==> src/rtl/button_image_select.sv <==
// Button front-end for image selection: synchronises and debounces the left/right buttons,
// emits one-cycle press pulses and keeps the wrap-around image index.
module button_image_select #(
  parameter int   NUM_IMAGES      = 4,
  parameter int   SEL_W           = 2,
  parameter int   INIT_IMAGE      = 0,
  parameter int   DEBOUNCE_CYCLES = 1000000,
  parameter int   CNT_W           = 20,
  parameter logic PRESS_LEVEL     = 1'b1
) (
  input  logic             clk,
  input  logic             rst_n,
  input  logic             left_button,
  input  logic             right_button,
  output logic [SEL_W-1:0] select_image,
  output logic             left_pulse,
  output logic             right_pulse,
  output logic             left_pressed,
  output logic             right_pressed
);

  localparam logic [CNT_W-1:0] CNT_LAST = CNT_W'(DEBOUNCE_CYCLES - 1);
  localparam logic [SEL_W-1:0] IDX_LAST = SEL_W'(NUM_IMAGES - 1);
  localparam logic [SEL_W-1:0] IDX_INIT = SEL_W'(INIT_IMAGE);

  // Channel vectors: bit 0 is the left button, bit 1 the right button.
  logic [1:0]       btn;
  logic [1:0]       sync1_q, sync2_q;
  logic [1:0]       sample, hit;
  logic [1:0]       pressed_q, pressed_d;
  logic [1:0]       pulse_q, pulse_d;
  logic [CNT_W-1:0] cnt_q [2];
  logic [CNT_W-1:0] cnt_d [2];
  logic [SEL_W-1:0] idx_q, idx_d;

  always_comb begin
    btn       = {right_button, left_button};
    sample    = '0;
    hit       = '0;
    pressed_d = pressed_q;
    pulse_d   = '0;
    cnt_d[0]  = '0;
    cnt_d[1]  = '0;
    for (int i = 0; i < 2; i++) begin
      sample[i] = (sync2_q[i] == PRESS_LEVEL);
      // A level change is accepted on the DEBOUNCE_CYCLES-th consecutive disagreeing sample.
      hit[i]    = (sample[i] != pressed_q[i]) && (cnt_q[i] == CNT_LAST);
      if ((sample[i] == pressed_q[i]) || hit[i]) begin
        cnt_d[i] = '0;
      end else begin
        cnt_d[i] = cnt_q[i] + CNT_W'(1);
      end
      pressed_d[i] = pressed_q[i] ^ hit[i];
      pulse_d[i]   = hit[i] & ~pressed_q[i];
    end
  end

  always_comb begin
    idx_d = idx_q;
    case (pulse_d)
      2'b10:   idx_d = (idx_q == IDX_LAST) ? '0 : idx_q + SEL_W'(1);
      2'b01:   idx_d = (idx_q == '0) ? IDX_LAST : idx_q - SEL_W'(1);
      default: idx_d = idx_q;
    endcase
  end

  always_ff @(posedge clk or negedge rst_n) begin
    if (!rst_n) begin
      sync1_q   <= {2{~PRESS_LEVEL}};
      sync2_q   <= {2{~PRESS_LEVEL}};
      pressed_q <= '0;
      pulse_q   <= '0;
      cnt_q[0]  <= '0;
      cnt_q[1]  <= '0;
      idx_q     <= IDX_INIT;
    end else begin
      sync1_q   <= btn;
      sync2_q   <= sync1_q;
      pressed_q <= pressed_d;
      pulse_q   <= pulse_d;
      cnt_q[0]  <= cnt_d[0];
      cnt_q[1]  <= cnt_d[1];
      idx_q     <= idx_d;
    end
  end

  assign select_image  = idx_q;
  assign left_pulse    = pulse_q[0];
  assign right_pulse   = pulse_q[1];
  assign left_pressed  = pressed_q[0];
  assign right_pressed = pressed_q[1];

endmodule
==> config.mk <==
export PLATFORM = sky130hd
export DESIGN_NAME = button_image_select
export DESIGN_NICKNAME = d
export VERILOG_FILES = /design/src/rtl/button_image_select.sv
export SDC_FILE = /design/constraint.sdc
export NUM_CORES = 1
export LEC_CHECK = 0
export CORE_ASPECT_RATIO = 1.25
export CORE_MARGIN = 10
export CORE_UTILIZATION = 55
export CTS_CLUSTER_SIZE = 30
export DETAILED_ROUTE_END_ITERATION = 6
export PLACE_DENSITY = 0.79
export SLEW_MARGIN = 0
export SYNTH_ARGS = -nofsm -noshare
export SYNTH_HDL_FRONTEND = slang
export SYNTH_SLANG_ARGS = --single-unit
==> constraint.sdc <==
create_clock -name clk -period 2.9 [get_ports clk]
set_input_delay 0.87 -clock clk [delete_from_list [all_inputs] [get_ports clk]]
set_output_delay 0.87 -clock clk [all_outputs]
set_load 0.02 [all_outputs]
# After elaboration in Yosys (flattened, before gate mapping)
# Cells that the tools add are included.
# classes
reduce_logical,6
bitwise,6
n_eq_ne,9
n_mux,5
add_sub_neg,4
# ops
op,count
$add 20x1->20 const B,2
$eq 20x20->1 const B,2
$mux 20,2
$eq 2x2->1 const B,2
$mux 2,2
$pmux 2 s2,1
$add 2x1->2 const B,1
$and 1x1->1,2
$eq 1x1->1,2
$eq 2x1->1 const B,1
$logic_and 1x1->1,2
$logic_not 2->1,1
$logic_or 1x1->1,2
$ne 1x1->1,2
$not 1->1,2
$reduce_bool 2->1,1
$sub 2x1->2 const B,1
$xor 1x1->1,2
# totals
inputBits,4
output_inout_bits,6
word_cells,37
reg_bits,50

# Logic depth before layout (Yosys ltp)
# Gate-level depths: netlist of run 1.
# depth
depth_word,5
ltp_mapped,10
depth_no_buf,10

# Worst setup path before layout of run 1
# Ideal clock, no wire load.
# synth_timing
path_kind,register to register
start,register cnt_q[26] (netlist name)
end,"register idx_q[0], in the netlist select_image[0]"
path_slack_ns,0.665
t_required_ns,2.817
period_less_slack_ns,2.235
n_path_buf,0
path_stages_with_launch,9
setup_time_ns,0.083
arrival_ns,2.152
cell_sequence,dfrtp_1 or4_1 nor4_1 nand3_1 nor3b_1 ha_1 a21oi_1 nand2_1 o21ai_0
# synth_between
elab_chain_cells,5
word_cells_on_any_way,7
classes_between,3 x eq/ne; 1 x mux; 1 x bitwise; 2 x reduce/logical
# synth_lines
item,line_no,rtl
from (decl),32,logic [CNT_W-1:0] cnt_q [2];
$eq 20x20->1 *,47,hit[i] = (sample[i] != pressed_q[i]) && (cnt_q[i] == CNT_LAST);
$logic_and 1x1->1 *,47,
$and 1x1->1 *,54,pulse_d[i] = hit[i] & ~pressed_q[i];
net pulse_d[0],31,"logic [1:0] pulse_q, pulse_d;"
$eq 2x1->1 or $eq 2x2->1 (tied branches),60,case (pulse_d)
$pmux 2 s2 or $reduce_bool 2->1 (tied branches),n/a,
to (signal assigned),83,idx_q <= idx_d;
to (decl),34,"logic [SEL_W-1:0] idx_q, idx_d;"
# Mark *: on every way through the listed nets, which the timed path passes. The rest lies on a longest branch.
# A chain may end at the register's enable or synchronous reset.

# Final worst setup path of run 1
# Ends and elaborated chain as after synthesis.

==> results of run 1 <==
## power by group through the flow
| stage | logic, mW | clock network [mW] | registers, mW |
|---|---|---|---|
| global placement | 0.0413 | 0 | 0.730 |
| floorplan | 0.0205 | 0 | 0.728 |
| CTS | 0.0420 | 0.442 | 0.716 |
| finish | 0.0404 | 0.425 | 0.716 |
| detailed placement | 0.0419 | 0 | 0.730 |
| global route | 0.0478 | 0.466 | 0.718 |
## routing by layer
layer / share of wire / routed length (um) / up-vias
met5: 0 / 0 / -
met4: 0.016 / 68 / 0
met3: 0.029 / 121 / 5
met2: 0.53 / 2200 / 22
met1: 0.43 / 1800 / 835
li1: - / - / 862
## final cells by class
class | instances | area, um2
fill | 349 | 1510
sequential | 50 | 1250
multi-input combinational | 171 | 1080
timing repair buffer | 11 | 100
clock buffer | 6 | 82.6
tap | 56 | 70.1
inverter | 13 | 48.8
clock inverter | 2 | 16.3
## final timing paths
check	start	to	slack, ns	cells after the start
min in group asynchronous	rst_n	cnt_q[20]	0.65	2
max reg2reg	cnt_q[26]	select_image[0]	0.41	9
min reg2reg	sync1_q[0]	sample[0]	0.35	0
max	cnt_q[26]	select_image[0]	0.41	9
max in group asynchronous	rst_n	cnt_q[14]	1.84	2
min	sync1_q[0]	sample[0]	0.35	0
## sequential cells by signal, indices dropped and copies added (netlist names), named ones only
register	count
cnt_q	40
pulse_q	2
sample	2
select_image	2
sync1_q	2
## critical path: cells and delay by family, from the launching register on
| kind | cells | cell delay (ns) |
|---|---|---|
| AOI/OAI and AO/OA | 2 | 0.21 |
| adders and majority gates | 1 | 0.25 |
| buffers and inverters | 1 | 0.05 |
| DFF | 1 | 0.44 |
| and+or+nand+nor | 5 | 1.47 |
## cells by family (layout without fill, tap and decap cells)
logic type | Yosys count | after routing | share of synthesized area
adders and majority gates | 5 | 5 | 0.0259
and+or+nand+nor | 107 | 107 | 0.238
DFF | 50 | 50 | 0.518
muxes | 2 | 2 | 0.00933
xor gates and xnor gates | 29 | 29 | 0.105
buffers and inverters | 19 | 32 | 0.0332
AOI/OAI and AO/OA | 28 | 28 | 0.0700
## placed cells by master, fill, tap and decap left out, types with 2 or more instances in the layout
cell	netlist	final
sky130_fd_sc_hd__xor2_1	9	9
sky130_fd_sc_hd__nand3_1	16	16
sky130_fd_sc_hd__o21ai_0	8	8
sky130_fd_sc_hd__mux2_2	2	2
sky130_fd_sc_hd__clkbuf_8	0	6
sky130_fd_sc_hd__nand2_1	12	12
sky130_fd_sc_hd__a21oi_1	12	12
sky130_fd_sc_hd__o31ai_1	4	4
sky130_fd_sc_hd__a31o_2	2	2
sky130_fd_sc_hd__ha_1	5	5
sky130_fd_sc_hd__buf_4	1	2
sky130_fd_sc_hd__nor4_1	7	7
sky130_fd_sc_hd__nor3_1	6	6
sky130_fd_sc_hd__nor2_1	30	30
sky130_fd_sc_hd__dfrtp_1	50	50
sky130_fd_sc_hd__and2_1	2	2
sky130_fd_sc_hd__or3_1	4	4
sky130_fd_sc_hd__or4_1	7	7
sky130_fd_sc_hd__or3_2	3	3
sky130_fd_sc_hd__inv_1	13	13
sky130_fd_sc_hd__and3_1	2	2
sky130_fd_sc_hd__clkdlybuf4s50_1	0	8
sky130_fd_sc_hd__nand4_1	7	7
sky130_fd_sc_hd__xnor2_1	20	20
## through the flow
step	power, mW	hold slack, ns	std cells	worst slack [ns]	utilization
floorplan	0.748	0.331	240	0.665	-
global placement	0.771	0.332	301	0.524	0.613
detailed placement	0.772	0.336	301	0.394	0.613
CTS	1.20	0.358	309	0.395	0.637
global route	1.23	0.378	309	0.167	0.637
finish	1.18	0.354	309	0.409	0.637
==> impl_metrics.ini, run 1 <==
[outcome]
run_status = finished clean

[critical_path]
critical_path.cell_chain = or4_1 > nor4_1 > nand3_1 > nor3b_1 > ha_1 > inv_1 > a21oi_1 > nand2_1 > o21ai_0
startpoint_type = register
worst_ep_required_time_ns = 3.13
worst_ep_arrival_time_ns = 2.72
critical-path-max-stage-delay_ns = 0.53
critical_path.max_fanout = 5
critPathCaptureType = register
crit_path_kind = reg2reg
cp_slowest_cell = sky130_fd_sc_hd__or4_1

[timing]
rsz0062_at_grt = false
finalSetupViolations = 0
worstMarginPinSlew_ns = 0.609
clock-skew-final_ns = 0.00750
fmax_mhz = 401
period_needed_ns = 2.49
finalHoldViolations = 0
tns_ns = 0
period_share = 0.859
number_of_pins_exceeding_their_max_slew_limit_in_the_final_report = 0
timing.slew.headroom = 0.591

[hold_path]
hold_path_class = reg2reg

[power]
power_density_nw_per_um2 = 445
netSwitchingPower_mw = 0.266
switching_share = 0.225
share_seq_of_total_power = 0.606
p_clk_frac = 0.360
power_frac_comb = 0.034
p_int_mw = 0.916
vdd_ir_drop_max_uv = 367
leakage_component_of_the_power_nw = 1.05

[global_route]
maximum_number_of_pins_on_one_net_before_global_route_repair = 51
grtUsageMet1 = 0.128
grt-ovfl-total = 0
via_count_of_the_first_global_routing_pass = 1837
grt_busiest_layer = met2
track_usage = 0.128
antenna_found_initial = 0
grt_util_met3 = 0.0354
met2_usage = 0.243
grt_pass1_wl_um = 7830

[synthesis]
post_synth_main_area_contributors = sky130_fd_sc_hd__dfrtp_1 52%, sky130_fd_sc_hd__xnor2_1 7.3%, sky130_fd_sc_hd__nor2_1 4.7%, sky130_fd_sc_hd__nand3_1 3.3%, sky130_fd_sc_hd__xor2_1 3.3%
yosysWarningCount = 0
synth.cells.most_frequent = 50 x sky130_fd_sc_hd__dfrtp_1, 30 x sky130_fd_sc_hd__nor2_1, 20 x sky130_fd_sc_hd__xnor2_1
post-synth-top-count-cell = sky130_fd_sc_hd__dfrtp_1
synth_enable_flop_cells = 0
post_synth.cell_area_avg_um2 = 10.1
synth.largest_area_cell = sky130_fd_sc_hd__dfrtp_1
yosysUniqueCellTypes = 37
synthDominantCellAreaShare = 0.518
cell_area_after_technology_mapping_um2 = 2410
synth-seq-cells = 50
synth_top_flop_cell = sky130_fd_sc_hd__dfrtp_1
syn_inst = 240
synth.yosys.seq_area_share = 0.518
mappedNetlistNets = 249
async_flop_share = 1.00

[route]
via_per_inst = 5.58
iteration_count_of_the_initial_detailed_routing_pass = 4
num_vias = 1724
detail_route.wl_per_cell_um = 13.6
drt_wl_total_um = 4200
antenna_left = 0
drc = 0
violation_count_after_the_first_detailed_routing_iteration = 90

[clock_network]
cts_max_level = 2
post_cts_buffers = 0
cts_resized = 0
cts.path.max_buffers = 2
cts_inserted_buffers = 5
clock_tree.root_cell = sky130_fd_sc_hd__clkbuf_8
clock_tree_from_tritoncts = yes
worst_skew_pair.late_latency_ns = 0.30
clk_pin_slew_worst_paths_ns = 0.09
hold_buffers = 0
clock_sink_count = 50

[cells_and_area]
post_route_cells_drive_above_1_share = 0.0988
areaGrowthSynthToFinish_pct = 9.84
design.final.nets = 261
antenna_cells = 0
stdcell_area_um2 = 2650

[place]
gpl.final_weighted_congestion = 0.854
port_buffers = 9
detailed_place.area_um2 = 2550
detailedPlacementHpwl_um = 2960

[floorplanning]
fp.dieArea_um2 = 7460
fp.dieW_um = 79.3
dieHeight_um = 94.1
floorplan.core_area_um2 = 4160
fp-row-count = 26
io_pins = 10
floorplan.initialDensity = 0.580

[flow_run]
max-cap-violations = 0
(Power assumes the default switching activity.)
==> run 2, diff against run 1 <==
--- a/config.mk
+++ b/config.mk
@@ -7,10 +7,10 @@
 export LEC_CHECK = 0
 export CORE_ASPECT_RATIO = 1.25
 export CORE_MARGIN = 10
-export CORE_UTILIZATION = 55
+export CORE_UTILIZATION = 40
 export CTS_CLUSTER_SIZE = 30
 export DETAILED_ROUTE_END_ITERATION = 6
-export PLACE_DENSITY = 0.79
+export PLACE_DENSITY = 0.62
 export SLEW_MARGIN = 0
 export SYNTH_ARGS = -nofsm -noshare
 export SYNTH_HDL_FRONTEND = slang
==> run 2 against run 1 <==
  * Clock skew rose by 0.0038 ns
  * Die area rose by 28%
  * Final cell count rose by 3.6%
  * Sequential share of layout area fell by 0.13 points
  * Sequential power barely moved
  * Maximum frequency fell by 1.1%
  * Via count fell by 1.6%
  * Critical path depth fell by 2
  * Worst hold slack improved by 0.0054 ns
  * Total power fell by 2.4%
  * Largest power group unchanged
==> impl_metrics.ini, run 2 (synthesis gave the netlist of run 1 again) <==
[clock_network]
cts_inserted_buffers = 5
cts_resized = 0
cts.path.max_buffers = 2
clock_tree_from_tritoncts = yes
worst_skew_pair.late_latency_ns = 0.30
hold_buffers = 0
clock_sink_count = 50
clk_pin_slew_worst_paths_ns = 0.09
cts_max_level = 2
clock_tree.root_cell = sky130_fd_sc_hd__clkbuf_8
post_cts_buffers = 0

[place]
port_buffers = 9
post-place-cells = 312
detailedPlacementHpwl_um = 3110
gpl.final_weighted_congestion = 0.779

[cells_and_area]
largest-register = cnt_q
antenna_cells = 0
layout.cells.most_common = sky130_fd_sc_hd__dfrtp_1
final_cells = 320
areaGrowthSynthToFinish_pct = 10.2
post_route_cells_drive_above_1_share = 0.0984
mostFrequentLayoutCells = 50 x sky130_fd_sc_hd__dfrtp_1, 30 x sky130_fd_sc_hd__nor2_1, 20 x sky130_fd_sc_hd__xnor2_1, 16 x sky130_fd_sc_hd__nand3_1, 13 x sky130_fd_sc_hd__inv_1
nFillCells = 571
largest_reg_flops = 40
design.final.nets = 262

[hold_path]
hold_path_depth = 0
hold_path_class = reg2reg

[route]
detail_route.wl_per_cell_um = 13.5
drc = 0
violation_count_after_the_first_detailed_routing_iteration = 61
num_vias = 1696
antenna_left = 0
iteration_count_of_the_initial_detailed_routing_pass = 4
drt_wl_total_um = 4320
via_per_inst = 5.30

[critical_path]
critical_path.max_fanout = 5
worst_ep_required_time_ns = 3.09
critPathTopFamily = simple AND/OR/NAND/NOR gates
cp_slowest_cell = sky130_fd_sc_hd__or4_1
worst_ep_arrival_time_ns = 2.71
timing.critical_path.depth = 7
crit_buf_inv = 0
critical-path-max-stage-delay_ns = 0.52
startpoint_type = register
critPathCaptureType = register
reg2reg_setup_slack_ns = 0.38
critical_path.cell_chain = or4_1 > nor4_1 > nand3_1 > nor3b_1 > ha_1 > a21oi_1 > o21ai_0
crit_path_kind = reg2reg
rr_worst_depth = 7

[timing]
period_share = 0.869
fmax_mhz = 397
tns_ns = 0
finalSetupViolations = 0
clock-skew-final_ns = 0.0113
worstMarginPinSlew_ns = 0.637
finalHoldViolations = 0
period_needed_ns = 2.52
number_of_pins_exceeding_their_max_slew_limit_in_the_final_report = 0
timing.slew.headroom = 0.571
rsz0062_at_grt = false

[power]
share_seq_of_total_power = 0.621
netSwitchingPower_mw = 0.262
p_int_mw = 0.891
switching_share = 0.227
p_clk_frac = 0.342
vdd_ir_drop_max_uv = 209
leakage_component_of_the_power_nw = 1.06
power_frac_comb = 0.037
power_density_nw_per_um2 = 433

[floorplanning]
floorplan.initialDensity = 0.415
fp.dieW_um = 89.5
fp-row-count = 31
floorplan.core_area_um2 = 5820
fp.dieArea_um2 = 9560
dieHeight_um = 107
io_pins = 10

[flow_run]
max-cap-violations = 0

[global_route]
track_usage = 0.101
grt-ovfl-total = 0
maximum_number_of_pins_on_one_net_before_global_route_repair = 30
via_count_of_the_first_global_routing_pass = 1796
grt_pass1_wl_um = 7900
antenna_found_initial = 0

[outcome]
run_status = finished clean
run 2: path summary, 6_finish.rpt:
kind / startpoint / endpoint
hold / removal: sync1_q[0] / sample[0]
hold reg to reg: sync1_q[0] / sample[0]
max in group asynchronous: rst_n / cnt_q[12]
min in group asynchronous: rst_n / cnt_q[21]
setup reg to reg: cnt_q[26] / select_image[0]
setup / recovery: cnt_q[26] / select_image[0]
run 2: cell type report:
type	count	area, um2	share of cell area
clock buffers	6	72.6	0.0273
clock inverters	2	13.8	0.00517
inverters	13	48.8	0.0183
multi-input cells	171	1080	0.407
flip-flops and latches	50	1250	0.470
well taps	66	82.6	0.0310
repair buffers	12	108	0.0405
run 2: layer usage:
metal  global-route usage  part of all wire
met4               0.0364             0.014
met2                0.180              0.52
met5                    0                 0
met1                0.113              0.44
met3               0.0235             0.024
run 2: through the flow:
step | util | setup WS (ns) | hold slack [ns] | instance area [um2] | total power, mW
floorplan | - | 0.665 | 0.331 | 2410 | 0.748
global placement | 0.442 | 0.430 | 0.332 | 2570 | 0.774
detailed placement | 0.442 | 0.353 | 0.342 | 2570 | 0.775
CTS | 0.457 | 0.336 | 0.363 | 2660 | 1.18
global route | 0.457 | 0.194 | 0.373 | 2660 | 1.21
finish | 0.457 | 0.380 | 0.360 | 2660 | 1.15
run 2: power by group through the flow:
stage	Sequential, mW	Combinational [mW]	Clock (mW)
after floorplan	0.728	0.0205	0
after global placement	0.730	0.0439	0
after detailed placement	0.730	0.0447	0
after CTS	0.716	0.0449	0.417
after global routing	0.718	0.0504	0.440
final	0.716	0.0424	0.395
